### src/rtl/rv32ima_pkg.sv
// ---------------------------------------------------------------------------
// rv32ima_pkg
// Shared types for the rv32ima memory path: the machine word, the RAM
// wrapper's handshake state and the RAM arbiter's state and port types.
// Also holds the saturating increment used by the arbiter's statistics
// counters.
// ---------------------------------------------------------------------------
package rv32ima_pkg;

    typedef logic [31:0] word_t;

    // Handshake state published by the RAM wrapper.
    typedef enum logic [1:0] {
        RAM_FREE  = 2'd0,
        RAM_ADDR  = 2'd1,
        RAM_DATA  = 2'd2,
        RAM_ERROR = 2'd3
    } ram_state_t;

    // Arbiter sequencing.
    typedef enum logic [1:0] {
        IDLE   = 2'd0,
        ACCESS = 2'd1,
        RESP   = 2'd2
    } arb_state_t;

    // Requester identity.
    typedef enum logic {
        IMEM = 1'b0,
        DMEM = 1'b1
    } arb_port_t;

    // Instruction fetches are always full words.
    localparam logic [1:0] IMEM_WIDTH = 2'b10;

    // Increment that sticks at all-ones instead of wrapping.
    function automatic word_t sat_inc(input word_t value);
        word_t result;
        if (value == 32'hFFFF_FFFF) begin
            result = value;
        end else begin
            result = value + 32'd1;
        end
        return result;
    endfunction

endpackage

### src/rtl/ram_arb_grant.sv
// ---------------------------------------------------------------------------
// ram_arb_grant
// Combinational winner selection between the fetch and load/store ports.
//   imem_req    in   fetch port has a request pending
//   dmem_req    in   load/store port has a request pending
//   last_grant  in   port that was served most recently
//   grant_valid out  some port is requesting
//   grant_port  out  the winning port (meaningful only with grant_valid)
// DPRIO = 1 gives dmem every tie; DPRIO = 0 hands a tie to the port that
// was not served last, so neither side can starve.
// ---------------------------------------------------------------------------
module ram_arb_grant
    import rv32ima_pkg::*;
#(
    parameter logic DPRIO = 1'b1
) (
    input  logic      imem_req,
    input  logic      dmem_req,
    input  arb_port_t last_grant,
    output logic      grant_valid,
    output arb_port_t grant_port
);

    // Winner selection from the current request pair.
    always_comb begin
        grant_valid = imem_req | dmem_req;
        grant_port  = IMEM;
        if (imem_req && dmem_req) begin
            if (DPRIO) begin
                grant_port = DMEM;
            end else if (last_grant == IMEM) begin
                grant_port = DMEM;
            end else begin
                grant_port = IMEM;
            end
        end else if (dmem_req) begin
            grant_port = DMEM;
        end else begin
            grant_port = IMEM;
        end
    end

endmodule

### src/rtl/ram_arbiter.sv
// ---------------------------------------------------------------------------
// ram_arbiter
// Arbitrates the fetch port (imem) and the load/store port (dmem) onto the
// single RAM master interface, follows the RAM's ram_state handshake and
// returns a one-cycle rdy pulse with load data and an error flag to the
// port that was served. A bounded wait aborts stuck accesses, and a
// simultaneous load+store request is rejected without touching the RAM.
//
// Ports
//   clk, rst                  clock (same as the RAM clock), async high reset
//   imem_ren/imem_addr        fetch request, held until imem_rdy
//   imem_rdy/rdata/err        one-cycle completion pulse with data and error
//   dmem_ren/wen/addr/width/wdata  load/store request, held until dmem_rdy
//   dmem_rdy/rdata/err        one-cycle completion pulse with data and error
//   ram_ren/wen/addr/width/store   RAM master side (all registered)
//   ram_load, ram_state       RAM read data and handshake state
//
// Optional build macro RAM_ARB_STATS_EN adds saturating counters on the
// ports imem_grants, dmem_grants and wait_cycles.
// ---------------------------------------------------------------------------
module ram_arbiter
    import rv32ima_pkg::*;
#(
    parameter logic       DPRIO   = 1'b1,
    parameter logic [7:0] TIMEOUT = 8'd32
) (
    input  logic        clk,
    input  logic        rst,
    input  logic        imem_ren,
    input  word_t       imem_addr,
    output logic        imem_rdy,
    output word_t       imem_rdata,
    output logic        imem_err,
    input  logic        dmem_ren,
    input  logic        dmem_wen,
    input  word_t       dmem_addr,
    input  logic [1:0]  dmem_width,
    input  word_t       dmem_wdata,
    output logic        dmem_rdy,
    output word_t       dmem_rdata,
    output logic        dmem_err,
    output logic        ram_ren,
    output logic        ram_wen,
    output word_t       ram_addr,
    output logic [1:0]  ram_width,
    output word_t       ram_store,
    input  word_t       ram_load,
    input  logic [1:0]  ram_state
`ifdef RAM_ARB_STATS_EN
    ,
    output word_t       imem_grants,
    output word_t       dmem_grants,
    output word_t       wait_cycles
`endif
);

    arb_state_t state_r, state_nxt_s;
    arb_port_t  port_r, port_nxt_s;
    arb_port_t  last_grant_r, last_grant_nxt_s;
    logic [7:0] cnt_r, cnt_nxt_s;

    logic       ram_ren_r, ram_ren_nxt_s;
    logic       ram_wen_r, ram_wen_nxt_s;
    word_t      ram_addr_r, ram_addr_nxt_s;
    logic [1:0] ram_width_r, ram_width_nxt_s;
    word_t      ram_store_r, ram_store_nxt_s;
    logic       imem_rdy_r, imem_rdy_nxt_s;
    word_t      imem_rdata_r, imem_rdata_nxt_s;
    logic       imem_err_r, imem_err_nxt_s;
    logic       dmem_rdy_r, dmem_rdy_nxt_s;
    word_t      dmem_rdata_r, dmem_rdata_nxt_s;
    logic       dmem_err_r, dmem_err_nxt_s;

    logic       dmem_req_s;
    logic       illegal_s;
    logic       grant_valid_s;
    arb_port_t  grant_port_s;
    logic       ram_done_s;
    logic       ram_fail_s;
    logic       timeout_hit_s;
    logic       finish_s;

    assign dmem_req_s    = dmem_ren | dmem_wen;
    assign illegal_s     = dmem_ren & dmem_wen;
    assign ram_done_s    = (ram_state == RAM_DATA);
    assign ram_fail_s    = (ram_state == RAM_ERROR);
    // cnt_r counts completed ACCESS cycles, so TIMEOUT-1 marks the last one.
    assign timeout_hit_s = (TIMEOUT != 8'd0) && (cnt_r == (TIMEOUT - 8'd1));
    assign finish_s      = ram_done_s | ram_fail_s | timeout_hit_s;

    ram_arb_grant #(
        .DPRIO (DPRIO)
    ) u_grant (
        .imem_req    (imem_ren),
        .dmem_req    (dmem_req_s),
        .last_grant  (last_grant_r),
        .grant_valid (grant_valid_s),
        .grant_port  (grant_port_s)
    );

    // State register.
    always_ff @(posedge clk or posedge rst) begin
        if (rst) begin
            state_r <= IDLE;
        end else begin
            state_r <= state_nxt_s;
        end
    end

    // Next-state decode.
    always_comb begin
        state_nxt_s = state_r;
        case (state_r)
            IDLE: begin
                if (illegal_s) begin
                    state_nxt_s = RESP;
                end else if (grant_valid_s) begin
                    state_nxt_s = ACCESS;
                end else begin
                    state_nxt_s = IDLE;
                end
            end
            ACCESS: begin
                if (finish_s) begin
                    state_nxt_s = RESP;
                end else begin
                    state_nxt_s = ACCESS;
                end
            end
            RESP:    state_nxt_s = IDLE;
            default: state_nxt_s = IDLE;
        endcase
    end

    // Next values of the registered outputs, the wait counter and grant history.
    always_comb begin
        ram_ren_nxt_s    = ram_ren_r;
        ram_wen_nxt_s    = ram_wen_r;
        ram_addr_nxt_s   = ram_addr_r;
        ram_width_nxt_s  = ram_width_r;
        ram_store_nxt_s  = ram_store_r;
        imem_rdy_nxt_s   = 1'b0;
        imem_rdata_nxt_s = imem_rdata_r;
        imem_err_nxt_s   = imem_err_r;
        dmem_rdy_nxt_s   = 1'b0;
        dmem_rdata_nxt_s = dmem_rdata_r;
        dmem_err_nxt_s   = dmem_err_r;
        port_nxt_s       = port_r;
        last_grant_nxt_s = last_grant_r;
        cnt_nxt_s        = cnt_r;
        case (state_r)
            IDLE: begin
                if (illegal_s) begin
                    // Rejected outright; the RAM never sees it.
                    port_nxt_s     = DMEM;
                    dmem_rdy_nxt_s = 1'b1;
                    dmem_err_nxt_s = 1'b1;
                end else if (grant_valid_s) begin
                    port_nxt_s = grant_port_s;
                    if (grant_port_s == DMEM) begin
                        ram_ren_nxt_s   = dmem_ren;
                        ram_wen_nxt_s   = dmem_wen;
                        ram_addr_nxt_s  = dmem_addr;
                        ram_width_nxt_s = dmem_width;
                        ram_store_nxt_s = dmem_wdata;
                        dmem_err_nxt_s  = 1'b0;
                    end else begin
                        ram_ren_nxt_s   = 1'b1;
                        ram_wen_nxt_s   = 1'b0;
                        ram_addr_nxt_s  = imem_addr;
                        ram_width_nxt_s = IMEM_WIDTH;
                        ram_store_nxt_s = 32'd0;
                        imem_err_nxt_s  = 1'b0;
                    end
                end else begin
                    port_nxt_s = port_r;
                end
            end
            ACCESS: begin
                cnt_nxt_s = cnt_r + 8'd1;
                if (finish_s) begin
                    ram_ren_nxt_s = 1'b0;
                    ram_wen_nxt_s = 1'b0;
                    if (port_r == DMEM) begin
                        dmem_rdy_nxt_s = 1'b1;
                        dmem_err_nxt_s = ~ram_done_s;
                        if (ram_done_s) begin
                            // Stores return no data.
                            dmem_rdata_nxt_s = ram_wen_r ? 32'd0 : ram_load;
                        end else begin
                            dmem_rdata_nxt_s = dmem_rdata_r;
                        end
                    end else begin
                        imem_rdy_nxt_s = 1'b1;
                        imem_err_nxt_s = ~ram_done_s;
                        if (ram_done_s) begin
                            imem_rdata_nxt_s = ram_load;
                        end else begin
                            imem_rdata_nxt_s = imem_rdata_r;
                        end
                    end
                end else begin
                    ram_ren_nxt_s = ram_ren_r;
                end
            end
            RESP: begin
                last_grant_nxt_s = port_r;
                cnt_nxt_s        = 8'd0;
            end
            default: begin
                cnt_nxt_s = 8'd0;
            end
        endcase
    end

    // Output and datapath registers.
    always_ff @(posedge clk or posedge rst) begin
        if (rst) begin
            ram_ren_r    <= 1'b0;
            ram_wen_r    <= 1'b0;
            ram_addr_r   <= 32'd0;
            ram_width_r  <= 2'd0;
            ram_store_r  <= 32'd0;
            imem_rdy_r   <= 1'b0;
            imem_rdata_r <= 32'd0;
            imem_err_r   <= 1'b0;
            dmem_rdy_r   <= 1'b0;
            dmem_rdata_r <= 32'd0;
            dmem_err_r   <= 1'b0;
            port_r       <= IMEM;
            last_grant_r <= IMEM;
            cnt_r        <= 8'd0;
        end else begin
            ram_ren_r    <= ram_ren_nxt_s;
            ram_wen_r    <= ram_wen_nxt_s;
            ram_addr_r   <= ram_addr_nxt_s;
            ram_width_r  <= ram_width_nxt_s;
            ram_store_r  <= ram_store_nxt_s;
            imem_rdy_r   <= imem_rdy_nxt_s;
            imem_rdata_r <= imem_rdata_nxt_s;
            imem_err_r   <= imem_err_nxt_s;
            dmem_rdy_r   <= dmem_rdy_nxt_s;
            dmem_rdata_r <= dmem_rdata_nxt_s;
            dmem_err_r   <= dmem_err_nxt_s;
            port_r       <= port_nxt_s;
            last_grant_r <= last_grant_nxt_s;
            cnt_r        <= cnt_nxt_s;
        end
    end

    assign ram_ren    = ram_ren_r;
    assign ram_wen    = ram_wen_r;
    assign ram_addr   = ram_addr_r;
    assign ram_width  = ram_width_r;
    assign ram_store  = ram_store_r;
    assign imem_rdy   = imem_rdy_r;
    assign imem_rdata = imem_rdata_r;
    assign imem_err   = imem_err_r;
    assign dmem_rdy   = dmem_rdy_r;
    assign dmem_rdata = dmem_rdata_r;
    assign dmem_err   = dmem_err_r;

`ifdef RAM_ARB_STATS_EN
    word_t imem_grants_r, dmem_grants_r, wait_cycles_r;
    logic  imem_win_s, dmem_win_s, imem_wait_s, dmem_wait_s;

    assign dmem_win_s  = (state_r == IDLE) &&
                         (illegal_s || (grant_valid_s && (grant_port_s == DMEM)));
    assign imem_win_s  = (state_r == IDLE) && !illegal_s && grant_valid_s &&
                         (grant_port_s == IMEM);
    // A port is waiting when it requests but is neither winning now nor in service.
    assign imem_wait_s = imem_ren && !imem_win_s &&
                         !((state_r != IDLE) && (port_r == IMEM));
    assign dmem_wait_s = dmem_req_s && !dmem_win_s &&
                         !((state_r != IDLE) && (port_r == DMEM));

    // Saturating grant and wait statistics.
    always_ff @(posedge clk or posedge rst) begin
        if (rst) begin
            imem_grants_r <= 32'd0;
            dmem_grants_r <= 32'd0;
            wait_cycles_r <= 32'd0;
        end else begin
            imem_grants_r <= imem_win_s ? sat_inc(imem_grants_r) : imem_grants_r;
            dmem_grants_r <= dmem_win_s ? sat_inc(dmem_grants_r) : dmem_grants_r;
            wait_cycles_r <= (imem_wait_s || dmem_wait_s) ? sat_inc(wait_cycles_r)
                                                          : wait_cycles_r;
        end
    end

    assign imem_grants = imem_grants_r;
    assign dmem_grants = dmem_grants_r;
    assign wait_cycles = wait_cycles_r;
`endif

endmodule

### config.mk
export PLATFORM = sky130hd
export DESIGN_NAME = ram_arbiter
export DESIGN_NICKNAME = d
export VERILOG_FILES = /design/src/rtl/rv32ima_pkg.sv /design/src/rtl/ram_arb_grant.sv /design/src/rtl/ram_arbiter.sv
export SDC_FILE = /design/constraint.sdc
export NUM_CORES = 1
export LEC_CHECK = 0
export ABC_AREA = 1
export CORE_AREA = 2 2 126 128
export CTS_BUF_LIST = sky130_fd_sc_hd__clkbuf_16
export CTS_CLUSTER_DIAMETER = 200
export CTS_CLUSTER_SIZE = 25
export DETAILED_ROUTE_END_ITERATION = 7
export DIE_AREA = 0 0 128 130
export HOLD_SLACK_MARGIN = 0.05
export MAX_ROUTING_LAYER = met4
export PLACE_DENSITY = 0.8
export RECOVER_POWER = 25
export SETUP_SLACK_MARGIN = 0.05
export SLEW_MARGIN = 15
export SYNTH_ARGS = -nofsm -noshare
export SYNTH_HDL_FRONTEND = slang
export SYNTH_SLANG_ARGS = --single-unit
### constraint.sdc
create_clock -name clk -period 7 [get_ports clk]
set_clock_uncertainty 0.1 [all_clocks]
set_input_delay 1.4 -clock clk [delete_from_list [all_inputs] [get_ports clk]]
set_output_delay 1.4 -clock clk [all_outputs]
set_load 0.1 [all_outputs]
==> impl_metrics.tcl, run 1 <==
set metrics [dict create \
    netlist_area_sq_um 6420 \
    setup_tns_ns 0 \
    min_path_cells 2 \
    die_h_um 130 \
    maxCapViolCount 0 \
    hold_violations 0 \
    clock-root-buffer "clkbuf_16" \
    post-route-drc-count 0 \
    period_needed_ns 4.07 \
    fillerInstances 1280 \
    syn_inst 704 \
    synth_seq_cells 147 \
    track_usage_pct 22.1 \
    core_area_sq_um 15400 \
    critPathKind "in2reg" \
    fin_crit_sh_pct 58.1 \
    antenna_left 0 \
    overflow 0 \
    synth_fp_nets 842 \
    synth_top_area_share_pct 57.3 \
    cts_resized 0 \
    clk_latency_ns 0.42 \
    path_clk_slew_ns 0.06 \
    slew_headroom_pct 24.9 \
    io_buffer_count 272 \
    nNetsFinal 1097 \
    setup_viol 0 \
    synth.distinct_cells 28 \
    drt_iter0_drc 254 \
    post-cts-setup-buffers 0 \
    firstDrtPassIters 5 \
    rows 46 \
    ff_latch_area_sq_um 3680 \
    routed_wl_um 17300 \
    tightest_slew_ns 1.13 \
    wl_per_cell_um 14.9 \
    holdBufCountCts 0 \
    status "finished clean" \
    cts.htree.levels 4 \
    reg2regPathDepth 6 \
    num_vias 5624 \
    synthToLayoutAreaGrowth_pct 52.0 \
    clkSinkCount 147 \
    grt_start_max_net_pins 108 \
    maxSlewViolCount 0 \
    dieArea_sq_um 16600 \
    multi_input_area_sq_um 2270 \
    diodes 0 \
    hp-class "reg2reg" \
    final_layout_size_suffix_gt1_share_pct 8.85 \
    place_congestion 0.782 \
    viasPerCell 4.83 \
    timing.fmax_ghz 0.246 \
    synth.avg_cell_area_sq_um 9.13 \
    grt_pass1_vias 5456 \
    antenna_found_initial 0 \
    synth_top_area_cell "dfrtp_1" \
    initial_core_util_pct 41.7 \
    cts_inserted_buffers 17 \
    yosysSeqAreaShare_pct 57.3 \
    cts_tree "yes" \
    cp.arrival_ns 4.28 \
    rsz0062_at_grt "no" \
    die_x_um 128 \
    critPathRequiredTime_ns 7.21 \
    start_kind "input port" \
    clockBufferDepth 2 \
    end_kind "flop" \
    synth.area.top_cells "dfrtp_1, nand2_1, nor2_1" \
    crit_fanout 107 \
    ys_warn_count 0 \
    dp_hpwl_um 12200 \
    grt_pass1_wl_um 27500 \
    ios 273 \
]
-- worst paths after layout --
kind / to / from / slack [ns]
worst max-delay path: imem_err / dmem_wen / 2.93
worst min-delay path: imem_rdata[26] / imem_rdata[26] / 0.38
worst max register to register: dmem_rdata[7] / state_r[0] / 4.51
worst min register to register: imem_rdata[26] / imem_rdata[26] / 0.38
max in group asynchronous: ram_store[29] / rst / 4.01
min in group asynchronous: ram_store[10] / rst / 1.57
-- state kept, by name, summed over array words and instances, names as in the netlist --
| signal | count |
|---|---|
| ram_addr | 32 |
| imem_rdy | 1 |
| cnt_r | 8 |
| dmem_rdata | 32 |
| ram_store | 32 |
| ram_ren | 1 |
| port_r | 1 |
| dmem_rdy | 1 |
| dmem_err | 1 |
| imem_err | 1 |
| ram_width | 2 |
| imem_rdata | 32 |
| state_r | 2 |
| ram_wen | 1 |
-- cells in the mapped netlist --
cell / n
buf_2: 13
dfrtp_1: 147
buf_4: 3
clkbuf_8: 1
a21oi_4: 1
or2_4: 1
o21ai_1: 40
ha_1: 1
nand3_4: 1
clkbuf_1: 10
o31ai_1: 32
nor3_1: 2
nand2_4: 2
nand2_2: 1
inv_1: 50
nor2_8: 1
a21oi_1: 8
nor2_1: 106
inv_2: 3
o21ai_2: 13
o21a_1: 1
a21oi_2: 28
o21ai_0: 22
nand2_1: 191
nand3_1: 8
buf_6: 12
nand4_1: 4
nor2_4: 2
-- placed cells by master, fill, tap and decap left out, types with 2 or more instances in the layout --
| cell | count |
|---|---|
| clkdlybuf4s50_1 | 270 |
| nand2_1 | 191 |
| dfrtp_1 | 147 |
| nor2_1 | 107 |
| inv_1 | 50 |
| o21ai_1 | 40 |
| o31ai_1 | 32 |
| a21oi_2 | 28 |
| o21ai_0 | 22 |
| clkbuf_16 | 17 |
| o21ai_2 | 13 |
| a21oi_1 | 8 |
| nand3_1 | 8 |
| inv_6 | 5 |
| nand4_1 | 4 |
| bufinv_16 | 4 |
| clkinv_4 | 3 |
| buf_4 | 3 |
| inv_2 | 2 |
| nand2_4 | 2 |
| nor3_1 | 2 |
| clkinvlp_4 | 2 |
| dlygate4sd3_1 | 2 |
-- critical path, cell delays in order --
cell             delay (ns)
clkdlybuf4s50_1        0.50
nor2_4                 0.74
a21oi_4                0.15
nand2_4                0.28
buf_4                  0.81
nand2_1                0.19
nand3_1                0.11
nand2_1                0.05
-- cells by family after synthesis --
kind of cell	count (synthesis)	share of synthesized area, %
compound gates	145	15.2
fa+ha+maj	1	0.195
buf+inv	92	7.36
simple gates	319	20.0
flops	147	57.3
-- layer usage --
metal / global-route usage [%] / share of wire [%] / vias up
li1: - / - / 2766
met1: 26.5 / 41 / 2605
met2: 35.7 / 49 / 228
met3: 6.27 / 7.7 / 25
met4: 8.21 / 1.8 / 0
met5: - / 0 / -
-- through the flow --
stage	instances	util [%]	setup WS (ns)	area, sq um	hold slack, ns
after global placement	1132	59.3	2.53	9140	0.359
after CTS	1164	63.4	2.92	9770	0.384
final	1164	63.3	2.93	9760	0.379
after global routing	1164	63.3	2.60	9760	0.394
after detailed placement	1132	59.3	2.48	9140	0.369
after floorplan	704	-	1.55	6420	0.400
-- area by class of cell --
type / count / share of cell area [%]
Tap cell: 192 / 2.46
Multi-Input combinational cell: 465 / 23.2
Timing Repair Buffer: 275 / 28.1
Clock inverter: 15 / 2.10
Clock buffer: 17 / 4.36
Inverter: 53 / 2.09
Sequential cell: 147 / 37.7
Power of run 1 is left out: the tool's default activity adds up to more than one toggle a clock period on the data nets, which glitch-free logic cannot reach.
==> run 2, diff against run 1 <==
--- a/config.mk
+++ b/config.mk
@@ -6,15 +6,15 @@
 export NUM_CORES = 1
 export LEC_CHECK = 0
 export ABC_AREA = 1
-export CORE_AREA = 2 2 126 128
+export CORE_AREA = 2 2 132 134
 export CTS_BUF_LIST = sky130_fd_sc_hd__clkbuf_16
 export CTS_CLUSTER_DIAMETER = 200
 export CTS_CLUSTER_SIZE = 25
 export DETAILED_ROUTE_END_ITERATION = 7
-export DIE_AREA = 0 0 128 130
+export DIE_AREA = 0 0 134 136
 export HOLD_SLACK_MARGIN = 0.05
 export MAX_ROUTING_LAYER = met4
-export PLACE_DENSITY = 0.8
+export PLACE_DENSITY = 0.76
 export RECOVER_POWER = 25
 export SETUP_SLACK_MARGIN = 0.05
 export SLEW_MARGIN = 15
==> constraint.sdc (replaced) <==
create_clock -name clk -period 3.5 [get_ports clk]
set_clock_uncertainty 0.1 [all_clocks]
set_input_delay 0.7 -clock clk [delete_from_list [all_inputs] [get_ports clk]]
set_output_delay 0.7 -clock clk [all_outputs]
set_load 0.1 [all_outputs]
==> run 2 against run 1 <==
  * Setup slack got worse by 2.2 ns
  * Sequential share of layout area increased by 0.71 points
  * First-iteration DRC count decreased by 9.1%
==> impl_metrics.tcl, run 2 (synthesis gave the netlist of run 1 again) <==
set metrics [dict create \
    drt_iter0_drc 231 \
    grt_start_max_net_pins 91 \
    antenna_found_initial 0 \
    critPathRequiredTime_ns 2.70 \
    period_needed_ns 2.72 \
    firstDrtPassIters 4 \
    max_stage_delay_ns 1.14 \
    path_cells "clkdlybuf4s50_1" \
    critPathCapture "imem_rdata[21]" \
    path_clk_slew_ns 0.06 \
    nNetsFinal 1106 \
    dp_hpwl_um 12700 \
    cts_inserted_buffers 17 \
    placed_cells 1174 \
    cts_resized 0 \
    tightest_slew_ns 1.39 \
    overflow 0 \
    maxSlewViolCount 0 \
    hp-class "reg2reg" \
    cp.arrival_ns 1.92 \
    critPathLaunch "imem_rdata[21]" \
    core_area_sq_um 16900 \
    critPathKind "reg2out" \
    start_kind "flop" \
    dieArea_sq_um 18200 \
    clkSinkCount 147 \
    layout_commonest_cell "nand2_1" \
    cp_top_family "buffers and inverters" \
    clock-root-buffer "clkbuf_16" \
    antenna_left 0 \
    hold_violations 0 \
    die_x_um 134 \
    status "finished clean" \
    setup_tns_ns 0 \
    place_congestion 0.809 \
    post-cts-setup-buffers 0 \
    maxCapViolCount 0 \
    holdBufCountCts 0 \
    worst-path-stages 1 \
    cp_slowest_cell "clkdlybuf4s50_1" \
    clockBufferDepth 2 \
    num_vias 5673 \
    setup_viol 0 \
    layout.cells.non_filler 1204 \
    grt_pass1_wl_um 27500 \
    crit_buf_inv 1 \
    wl_per_cell_um 14.5 \
    worst_r2r_endpoint "dmem_rdata[13]" \
    io_buffer_count 272 \
    reg2reg_slack_ns 1.35 \
    diodes 0 \
    timing.fmax_ghz 0.367 \
    rows 48 \
    post-route-drc-count 0 \
    clk_latency_ns 0.41 \
    reg2regPathDepth 7 \
    ios 273 \
    cts.htree.levels 4 \
    cts_tree "yes" \
    synthToLayoutAreaGrowth_pct 49.2 \
    initial_core_util_pct 38.1 \
    die_h_um 136 \
    r2r-start "state_r[0]" \
    viasPerCell 4.71 \
    rsz0062_at_grt "no" \
    crit_fanout 2 \
    grt_pass1_vias 5544 \
    track_usage_pct 19.9 \
    final_layout_size_suffix_gt1_share_pct 19.5 \
    end_kind "primary output" \
    layout_common_cells "nand2_1, clkdlybuf4s50_1, dfrtp_1, nor2_1, buf_4" \
    fin_crit_sh_pct 77.8 \
    slew_headroom_pct 7.25 \
    routed_wl_um 17500 \
]
==> run 2: changes by cell type in the layout (fill, tap and decap cells not counted), sizes merged <==
cell	previous run	this run
bufinv	4	2
dlygate4sd3	2	1
clkinv	5	7
clkbuf	17	18
buf	3	111
clkinvlp	2	4
inv	57	53
clkdlybuf4s50	270	171
==> run 2: worst min-delay path by stage <==
stage,startpoint,endpoint,slack [ns],depth (start not counted)
2_1_floorplan,port_r,imem_rdy,0.40,1
3_3_place_gp,imem_err,imem_err,0.36,2
3_5_place_dp,ram_addr[28],ram_addr[28],0.37,2
4_1_cts,ram_addr[18],ram_addr[18],0.38,2
5_1_grt,ram_addr[22],ram_addr[22],0.40,2
6_report,imem_err,imem_err,0.38,2
==> run 2: area by class of cell <==
| cell class | instances | area [sq um] |
|---|---|---|
| Tap cell | 225 | 282 |
| Multi-Input combinational cell | 465 | 2270 |
| Fill cell | 1496 | 7290 |
| Inverter | 53 | 200 |
| Clock inverter | 13 | 121 |
| Sequential cell | 147 | 3680 |
| Clock buffer | 17 | 425 |
| Timing Repair Buffer | 284 | 2610 |
==> run 2: tightest hold or removal path, cell delays in order (launching register included) <==
cell and delay, ns:
dfrtp_1 0.34, nand2_1 0.05, nand2_1 0.05
==> run 2: stage by stage <==
stage	area, sq um	utilization [%]	hold slack, ns	setup slack (ns)
after floorplan	6430	-	0.400	0.853
after global placement	9060	53.7	0.358	0.912
after detailed placement	9060	53.7	0.370	0.836
after CTS	9610	56.9	0.385	0.756
after global routing	9580	56.8	0.401	0.723
final	9580	56.8	0.379	0.778
==> run 2: layer usage <==
metal	part of all wire (%)	global-route usage, %	vias up
li1	-	-	2785
met2	49	32.5	229
met5	0	-	-
met1	42	24.3	2637
met3	6.6	4.74	22
met4	1.8	6.56	0
Power of run 2 is left out for the same reason.
